## src/rtl/ps2_pkg.sv

```systemverilog
`default_nettype none
// ============================================================================
// Module : ps2_pkg
// Brief  : Shared types and constants for the PS/2 host transmit/receive path.
// Rev    : 1.0  initial release
// ============================================================================
package ps2_pkg;

    typedef enum logic [2:0] {
        IDLE      = 3'd0,
        INHIBIT   = 3'd1,
        SHIFT     = 3'd2,
        ACK       = 3'd3,
        WAIT_IDLE = 3'd4
    } tx_state_t;

    // start + 8 data + parity + stop
    localparam int PS2_FRAME_BITS = 11;
    localparam int PS2_MAX_RETRY  = 2;

    localparam logic [7:0] PS2_CMD_SET_LEDS = 8'hED;
    localparam logic [7:0] PS2_CMD_ENABLE   = 8'hF4;
    localparam logic [7:0] PS2_CMD_RESET    = 8'hFF;

    function automatic logic odd_parity(input logic [7:0] b);
        return ~^b;
    endfunction

endpackage
`default_nettype wire

```

## src/rtl/ps2_edge_filt.sv

```systemverilog
`default_nettype none
// ============================================================================
// Module : ps2_edge_filt
// Brief  : Two-flop synchronizer plus saturating glitch filter with a
//          one-cycle pulse on each filtered high-to-low transition.
// Rev    : 1.0  initial release
// ============================================================================
module ps2_edge_filt #(
    parameter int FILTER_SIZE = 4
) (
    input  logic clk,
    input  logic reset,
    input  logic pin,
    output logic level,
    output logic fall
);

    localparam logic [FILTER_SIZE-1:0] C_CNT_MAX = '1;
    localparam logic [FILTER_SIZE-1:0] C_CNT_ONE = FILTER_SIZE'(1);

    logic [1:0]             r_sync;
    logic [FILTER_SIZE-1:0] r_cnt;
    logic                   r_level;
    logic                   r_fall;
    logic                   w_level_next;

    // Level only changes at the saturation ends, giving hysteresis.
    always_comb begin
        w_level_next = r_level;
        if (r_cnt == C_CNT_MAX) begin
            w_level_next = 1'b1;
        end else if (r_cnt == '0) begin
            w_level_next = 1'b0;
        end
    end

    always_ff @(posedge clk) begin
        if (reset) begin
            r_sync  <= 2'b11;
            r_cnt   <= '0;
            r_level <= 1'b0;
            r_fall  <= 1'b0;
        end else begin
            r_sync <= {r_sync[0], pin};
            if (r_sync[1] && (r_cnt != C_CNT_MAX)) begin
                r_cnt <= r_cnt + C_CNT_ONE;
            end else if (!r_sync[1] && (r_cnt != '0)) begin
                r_cnt <= r_cnt - C_CNT_ONE;
            end
            r_level <= w_level_next;
            r_fall  <= r_level & ~w_level_next;
        end
    end

    assign level = r_level;
    assign fall  = r_fall;

endmodule
`default_nettype wire

```

## src/rtl/ps2_host_tx.sv

```systemverilog
`default_nettype none
// ============================================================================
// Module : ps2_host_tx
// Brief  : PS/2 host-to-device command transmitter (inhibit, shift, ACK check).
//          Define PS2_TX_RETRY_EN to retry on NACK/timeout up to PS2_MAX_RETRY.
// Rev    : 1.0  initial release
// ============================================================================
module ps2_host_tx
    import ps2_pkg::*;
#(
    parameter int INHIBIT_CYCLES = 5000,
    parameter int TIMEOUT_CYCLES = 100000,
    parameter int FILTER_SIZE    = 4
) (
    input  logic       clk,
    input  logic       reset,
    input  logic [7:0] tx_data,
    input  logic       tx_valid,
    output logic       tx_ready,
    output logic       busy,
    output logic       tx_done,
    output logic       tx_ack_ok,
    output logic       tx_err,
    input  logic       ps2_clk_in,
    input  logic       ps2_data_in,
    output logic       ps2_clk_oe,
    output logic       ps2_data_oe
);

    localparam int C_INH_W = $clog2(INHIBIT_CYCLES + 1);
    localparam int C_TMO_W = $clog2(TIMEOUT_CYCLES + 1);

    localparam logic [C_INH_W-1:0] C_INH_LAST  = C_INH_W'(INHIBIT_CYCLES - 1);
    localparam logic [C_INH_W-1:0] C_INH_START = C_INH_W'((INHIBIT_CYCLES > 1) ? INHIBIT_CYCLES - 2 : 0);
    localparam logic [C_INH_W-1:0] C_INH_ONE   = C_INH_W'(1);
    localparam logic [C_TMO_W-1:0] C_TMO_LAST  = C_TMO_W'(TIMEOUT_CYCLES - 1);
    localparam logic [C_TMO_W-1:0] C_TMO_MAX   = C_TMO_W'(TIMEOUT_CYCLES);
    localparam logic [C_TMO_W-1:0] C_TMO_ONE   = C_TMO_W'(1);
    localparam logic [3:0]         C_STOP_IDX  = 4'(PS2_FRAME_BITS - 2);

    tx_state_t          r_state;
    logic [7:0]         r_data;
    logic               r_parity;
    logic [8:0]         r_shift;
    logic [3:0]         r_bit_idx;
    logic [C_INH_W-1:0] r_inh_cnt;
    logic [C_TMO_W-1:0] r_tmo_cnt;
    logic               r_ack_ok;
    logic               r_clk_oe;
    logic               r_data_oe;
    logic               r_ready;
    logic               r_busy;
    logic               r_done;
    logic               r_ack_out;
    logic               r_err;
    logic [1:0]         r_data_sync;

    logic w_clk_level;
    logic w_clk_fall;
    logic w_data_s;
    logic w_tmo_active;
    logic w_fall_rearm;
    logic w_idle_done;
    logic w_timeout;
    logic w_can_retry;

    ps2_edge_filt #(
        .FILTER_SIZE (FILTER_SIZE)
    ) u_clk_filt (
        .clk   (clk),
        .reset (reset),
        .pin   (ps2_clk_in),
        .level (w_clk_level),
        .fall  (w_clk_fall)
    );

    always_ff @(posedge clk) begin
        if (reset) begin
            r_data_sync <= 2'b11;
        end else begin
            r_data_sync <= {r_data_sync[0], ps2_data_in};
        end
    end

    assign w_data_s     = r_data_sync[1];
    assign w_tmo_active = (r_state == SHIFT) || (r_state == ACK) || (r_state == WAIT_IDLE);
    // Falls re-arm the watchdog only while the device is still clocking the frame.
    assign w_fall_rearm = w_clk_fall && ((r_state == SHIFT) || (r_state == ACK));
    assign w_idle_done  = (r_state == WAIT_IDLE) && w_clk_level && w_data_s;
    assign w_timeout    = w_tmo_active && (r_tmo_cnt == C_TMO_LAST) && !w_fall_rearm && !w_idle_done;

`ifdef PS2_TX_RETRY_EN
    logic [1:0] r_retry_cnt;

    always_ff @(posedge clk) begin
        if (reset || (r_state == IDLE)) begin
            r_retry_cnt <= '0;
        end else if (w_can_retry && (w_timeout || (w_idle_done && !r_ack_ok))) begin
            r_retry_cnt <= r_retry_cnt + 2'd1;
        end
    end

    assign w_can_retry = (r_retry_cnt < 2'(PS2_MAX_RETRY));
`else
    assign w_can_retry = 1'b0;
`endif

    always_ff @(posedge clk) begin
        if (reset) begin
            r_state   <= IDLE;
            r_data    <= '0;
            r_parity  <= 1'b0;
            r_shift   <= '0;
            r_bit_idx <= '0;
            r_inh_cnt <= '0;
            r_tmo_cnt <= '0;
            r_ack_ok  <= 1'b0;
            r_clk_oe  <= 1'b0;
            r_data_oe <= 1'b0;
            r_ready   <= 1'b1;
            r_busy    <= 1'b0;
            r_done    <= 1'b0;
            r_ack_out <= 1'b0;
            r_err     <= 1'b0;
        end else begin
            r_done    <= 1'b0;
            r_ack_out <= 1'b0;
            r_err     <= 1'b0;

            if (w_fall_rearm) begin
                r_tmo_cnt <= '0;
            end else if (w_tmo_active && (r_tmo_cnt != C_TMO_MAX)) begin
                r_tmo_cnt <= r_tmo_cnt + C_TMO_ONE;
            end

            case (r_state)
                IDLE: begin
                    if (tx_valid && r_ready) begin
                        r_data    <= tx_data;
                        r_parity  <= odd_parity(tx_data);
                        r_bit_idx <= '0;
                        r_inh_cnt <= '0;
                        r_clk_oe  <= 1'b1;
                        r_ready   <= 1'b0;
                        r_busy    <= 1'b1;
                        r_state   <= INHIBIT;
                    end
                end
                INHIBIT: begin
                    // Start bit goes low one cycle before the clock is released.
                    if (r_inh_cnt == C_INH_START) begin
                        r_data_oe <= 1'b1;
                    end
                    if (r_inh_cnt == C_INH_LAST) begin
                        r_clk_oe  <= 1'b0;
                        r_data_oe <= 1'b1;
                        r_shift   <= {r_parity, r_data};
                        r_tmo_cnt <= '0;
                        r_state   <= SHIFT;
                    end else begin
                        r_inh_cnt <= r_inh_cnt + C_INH_ONE;
                    end
                end
                SHIFT: begin
                    if (w_clk_fall) begin
                        r_bit_idx <= r_bit_idx + 4'd1;
                        if (r_bit_idx == C_STOP_IDX) begin
                            r_data_oe <= 1'b0;
                            r_state   <= ACK;
                        end else begin
                            r_data_oe <= ~r_shift[0];
                            r_shift   <= {1'b0, r_shift[8:1]};
                        end
                    end
                end
                ACK: begin
                    if (w_clk_fall) begin
                        r_ack_ok <= ~w_data_s;
                        r_state  <= WAIT_IDLE;
                    end
                end
                WAIT_IDLE: begin
                    if (w_idle_done) begin
                        if (!r_ack_ok && w_can_retry) begin
                            r_bit_idx <= '0;
                            r_inh_cnt <= '0;
                            r_clk_oe  <= 1'b1;
                            r_data_oe <= 1'b0;
                            r_state   <= INHIBIT;
                        end else begin
                            r_done    <= 1'b1;
                            r_ack_out <= r_ack_ok;
                            r_ready   <= 1'b1;
                            r_busy    <= 1'b0;
                            r_state   <= IDLE;
                        end
                    end
                end
                default: begin
                    r_state <= IDLE;
                end
            endcase

            if (w_timeout) begin
                r_data_oe <= 1'b0;
                r_bit_idx <= '0;
                r_inh_cnt <= '0;
                if (w_can_retry) begin
                    r_clk_oe <= 1'b1;
                    r_state  <= INHIBIT;
                end else begin
                    r_clk_oe <= 1'b0;
                    r_err    <= 1'b1;
                    r_ready  <= 1'b1;
                    r_busy   <= 1'b0;
                    r_state  <= IDLE;
                end
            end
        end
    end

    assign tx_ready    = r_ready;
    assign busy        = r_busy;
    assign tx_done     = r_done;
    assign tx_ack_ok   = r_ack_out;
    assign tx_err      = r_err;
    assign ps2_clk_oe  = r_clk_oe;
    assign ps2_data_oe = r_data_oe;

endmodule
`default_nettype wire
```

## config.mk

```make
export PLATFORM = sky130hd
export DESIGN_NAME = ps2_host_tx
export DESIGN_NICKNAME = d
export VERILOG_FILES = /design/src/rtl/ps2_pkg.sv /design/src/rtl/ps2_edge_filt.sv /design/src/rtl/ps2_host_tx.sv
export SDC_FILE = /design/constraint.sdc
export NUM_CORES = 1
export LEC_CHECK = 0
export CORE_ASPECT_RATIO = 1.5
export CORE_MARGIN = 1
export CORE_UTILIZATION = 55
export DETAILED_ROUTE_END_ITERATION = 12
export HOLD_SLACK_MARGIN = 0.15
export PLACE_DENSITY = 0.86
export SLEW_MARGIN = 20
export SYNTH_ARGS = -nofsm -noshare
export SYNTH_HDL_FRONTEND = slang
export SYNTH_HIERARCHICAL = 1
export SYNTH_SLANG_ARGS = --single-unit
```

## constraint.sdc

```tcl
create_clock -name clk -period 4.2 [get_ports clk]
set_clock_uncertainty 0.15 [all_clocks]
set_input_delay 1.05 -clock clk [delete_from_list [all_inputs] [get_ports clk]]
set_output_delay 1.05 -clock clk [all_outputs]
set_load 0.1 [all_outputs]
```

# Word level (Yosys, flattened, before mapping)
# Index checks and enable logic that the tools add are counted.
# classes
n_reduce_logical	36
eq_ne	20
bitwise	6
mux	40
n_addsub	5
# op_table
op	n
$mux 17	4
$mux 9	3
$eq 13x13->1 const B	2
$mux 13	2
$pmux 13 s2	1
$mux 3	6
$pmux 9 s2	1
$add 17x1->17 const B	1
$eq 17x17->1 const B	1
$ne 17x17->1 const B	1
$mux 4	4
$pmux 3 s5	1
$reduce_and 3->1	5
$add 13x1->13 const B	1
$mux 1	13
$logic_and 1x1->1	10
$ne 2x2->1 const B	5
$reduce_bool 2->1	5
$add 4x1->4 const B	2
$eq 4x4->1 const B	2
$pmux 1 s2	4
$pmux 4 s2	1
$reduce_xnor 8->1	1
$eq 3x2->1 const B	2
other kinds (18)	29
# word_totals
output_inout_bits	7
register_bits	73
elab_cells	127

# Longest topological paths before layout
# logic_depth
ltp_word	8
depth_mapped	7
depth_no_buf	7

# Cells and area by module
# The synthesis kept the hierarchy.
# modules_own_cells
mod	instances	area_per_inst_um2	cells_each
ps2_host_tx	1	3241.9	354
ps2_edge_filt	1	397.9	38

# Worst setup path before layout
# No wires, ideal clock.
# synth_path
path_kind	in2reg
startpoint	input port tx_valid
endpoint	register r_data[5]
stages	6
t_arrival_ps	2297
setup_slack_ps	1625
setup_time_ps	128
required_time_ps	3922
path_cell_list	nand2_1 -> nor4_1 -> clkbuf_1 -> clkbuf_1 -> mux2i_1 -> nor2_1
# synth_between
elab_chain_cells	2
# synth_lines
element	line	text
from (decl)	ps2_host_tx.sv:18	input logic tx_valid,
$logic_and 1x1->1	ps2_host_tx.sv:138	if (tx_valid && r_ready) begin
$reduce_and 2->1 (no source line)	n/a	
to (signal assigned)	ps2_host_tx.sv:139	r_data <= tx_data;
to (decl)	ps2_host_tx.sv:42	logic [7:0] r_data;
# Every way passes these cells.
# A chain may end at the register's enable or synchronous reset.

# Final worst setup path
# layout_path
startpoint	register r_ready (netlist: tx_ready)
endpoint	output port tx_ready
# layout_lines
element	line	text
from (decl)	ps2_host_tx.sv:51	logic r_ready;
from (signal assigned)	ps2_host_tx.sv:120	r_ready <= 1'b1;
from (signal assigned)	ps2_host_tx.sv:144	r_ready <= 1'b0;
from (signal assigned)	ps2_host_tx.sv:193	r_ready <= 1'b1;
to (decl)	ps2_host_tx.sv:19	output logic tx_ready,
# No word-level cell between the ends.

==> flow_summary.json <==
{
  "power.internal_w": 0.00110,
  "wl_per_cell_um": 15.5,
  "p_leak_nw": 1.45,
  "vdd_drop_max_mv": 0.271,
  "ios": 20,
  "die_area_um2": 6950,
  "slew_viol_final": 0,
  "crit_path_start_kind": "flop",
  "seq_power_share_pct": 50.1,
  "cp-end-kind": "output pin",
  "num_rows": 35,
  "post-route-util_pct": 65.3,
  "finalSetupViolCount": 0,
  "syn_inst": 392,
  "cts_root_buf": "clkbuf_8",
  "relSlewSlack_pct": 32.5,
  "vias_per_cell": 6.16,
  "met1_length_mm": 2.96,
  "synth_ff_type": "dfxtp_1",
  "track_usage_pct": 24.2,
  "powerDensity_nw_per_um2": 363,
  "synthArstFlopShare_pct": 0,
  "drive_above_1_share_pct": 12.9,
  "cts_sinks": 73,
  "cts_setup_buffers": 0,
  "multi_input_area_um2": 2090,
  "min_path_type": "flop to flop",
  "layout_common_cells": "dfxtp_1 (73), nor2_1 (39), mux2i_1 (20)",
  "core-area_um2": 6260,
  "crit_arrival_ns": 1.89,
  "slowest_stage": "clkdlybuf4s50_1",
  "dr.pass1.iters": 5,
  "area_growth_pct": 12.3,
  "p_comb_share_pct": 12.1,
  "routed_wl_mm": 7.53,
  "hpwl_mm": 5.26,
  "grt_max_degree": 30,
  "rsz0062_at_grt": "no",
  "postCtsHoldBufs": 0,
  "synth_seq_cells": 73,
  "path_buf_inv": 1,
  "crit_required_ns": 3.00,
  "path_class": "flop to output pin",
  "total_power_w": 0.00148,
  "fillers": 504,
  "fin_crit_ns": 3.09,
  "grt.overflow.total": 0,
  "htree_num_levels": 3,
  "ys_types": 62,
  "synth-seq-area-share_pct": 40.2,
  "diodes": 0,
  "grt_pass1_vias": 2856,
  "cp_slowest_stage_delay_ns": 1.15,
  "netlist_area_um2": 3640,
  "fin_tns_setup_ns": 0,
  "clk_latency_ns": 0.35,
  "nNetsFinal": 430,
  "synth.top_cell.area_share_pct": 40.2,
  "final_common_cell": "dfxtp_1",
  "cts_tree": "yes",
  "place.gp.congestion": 0.883,
  "min_period_over_period_pct": 73.6,
  "ys_warn_count": 6,
  "ctsResizeCount": 0,
  "dpl_worst_slack_ns": 1.12,
  "dieHeight_um": 102,
  "synthesis.nets": 414,
  "fmax_ghz": 0.324,
  "synthTopCellsByArea": "dfxtp_1 (40%), mux2i_1 (5.5%), nor2_1 (4.0%)",
  "p_clk_share_pct": 37.8,
  "clk_pin_slew_ns": 0.07,
  "routed-wl-met3_um": 267,
  "path_max_fanout": 3,
  "fin_ws_ns": 1.11,
  "yosysTopAreaCell": "dfxtp_1",
  "tightest_slew_ns": 1.01,
  "wl_met2_mm": 4.11,
  "synth_edf_count": 0,
  "p_sw_w": 0.000385,
  "vias": 2996,
  "ant_nets": 0,
  "clk_path_buf_depth": 2,
  "path_delay_family": "buffers and inverters",
  "grt_pass1_wl_mm": 12.7,
  "maxCapViolCount": 0,
  "status": "finished, final reports clean",
  "initial_core_util_pct": 58.1,
  "power.share.switching_pct": 25.9,
  "syn_area_per_cell_um2": 9.29,
  "crit_chain": "clkdlybuf4s50_1",
  "io_buffers": 19,
  "die_x_um": 68.4,
  "seqCellArea_um2": 1460,
  "highest_layer": "met4",
  "cts_buffers": 9,
  "hold_viol": 0,
  "dr.first_iter.drc_count": 171,
  "drc": 0,
  "antenna_found_initial": 0
}
==> Yosys cell counts, types with 9 or more instances <==
cell type  number
o21ai_0        15
dfxtp_1        73
a21oi_1        19
xnor2_1        12
mux2i_1        20
nand2_1        17
nor2b_1        11
nor2_1         39
clkbuf_1       11
nand4_1         9
a211oi_1       10
nand3_1        14
==> through the flow <==
step                hold WS, ns  area [um2]  std cells
floorplan                 0.239        3640        392
global placement          0.242        3880        471
detailed placement        0.249        3890        471
CTS                       0.266        4090        486
global route              0.299        4090        486
finish                    0.262        4090        486
==> cell families (layout without fill, tap and decap cells) <==
| family | count (synthesis) | in the layout | synth area share [%] |
|---|---|---|---|
| simple gates | 162 | 162 | 25.7 |
| compound gates | 75 | 75 | 14.0 |
| flops | 73 | 73 | 40.2 |
| mux | 29 | 29 | 9.11 |
| buf+inv | 24 | 44 | 2.92 |
| xor+xnor | 20 | 20 | 4.81 |
| fa+ha+maj | 9 | 9 | 3.30 |
==> flip-flops by register name (all words and copies together), names as in the netlist, 2 cells and up <==
register           flops
r_state                3
r_data_sync            2
r_data                 8
r_shift                9
u_clk_filt/r_cnt       4
r_tmo_cnt             17
r_inh_cnt             13
r_bit_idx              4
u_clk_filt/r_sync      2
==> routing by layer <==
layer | track usage [%] | vias up
met5 | 0 | -
met4 | 10.7 | 0
met3 | 6.64 | 20
met2 | 42.4 | 79
met1 | 26.1 | 1426
li1 | - | 1471
==> power by group through the flow <==
stage	clock network, W	logic [W]	registers, W
after global routing	0.000603	0.000196	0.000747
after global placement	0	0.000173	0.000757
after CTS	0.000564	0.000181	0.000743
final	0.000561	0.000180	0.000743
after detailed placement	0	0.000180	0.000759
after floorplan	0	0.000121	0.000770
==> layout make-up <==
class | count | share of cell area [%]
multi-input cells | 295 | 51.1
flip-flops and latches | 73 | 35.7
repair buffers | 23 | 5.39
clock buffers | 11 | 3.70
well taps | 74 | 2.26
clock inverters | 4 | 1.25
inverters | 6 | 0.551
==> path summary, 6_finish.rpt <==
kind | from | to | slack (ns) | cells past startpoint
setup reg to reg | r_inh_cnt[1]$_SDFFE_PP0P_ | r_tmo_cnt[3]$_SDFF_PP0_ | 1.48 | 5
setup / recovery | tx_ready$_SDFFE_PP1P_ | tx_ready | 1.11 | 1
hold reg to reg | r_data_sync[0]$_SDFF_PP1_ | r_data_sync[1]$_SDFF_PP1_ | 0.26 | 1
hold / removal | r_data_sync[0]$_SDFF_PP1_ | r_data_sync[1]$_SDFF_PP1_ | 0.26 | 1
Power figures use the tool's default switching activity.
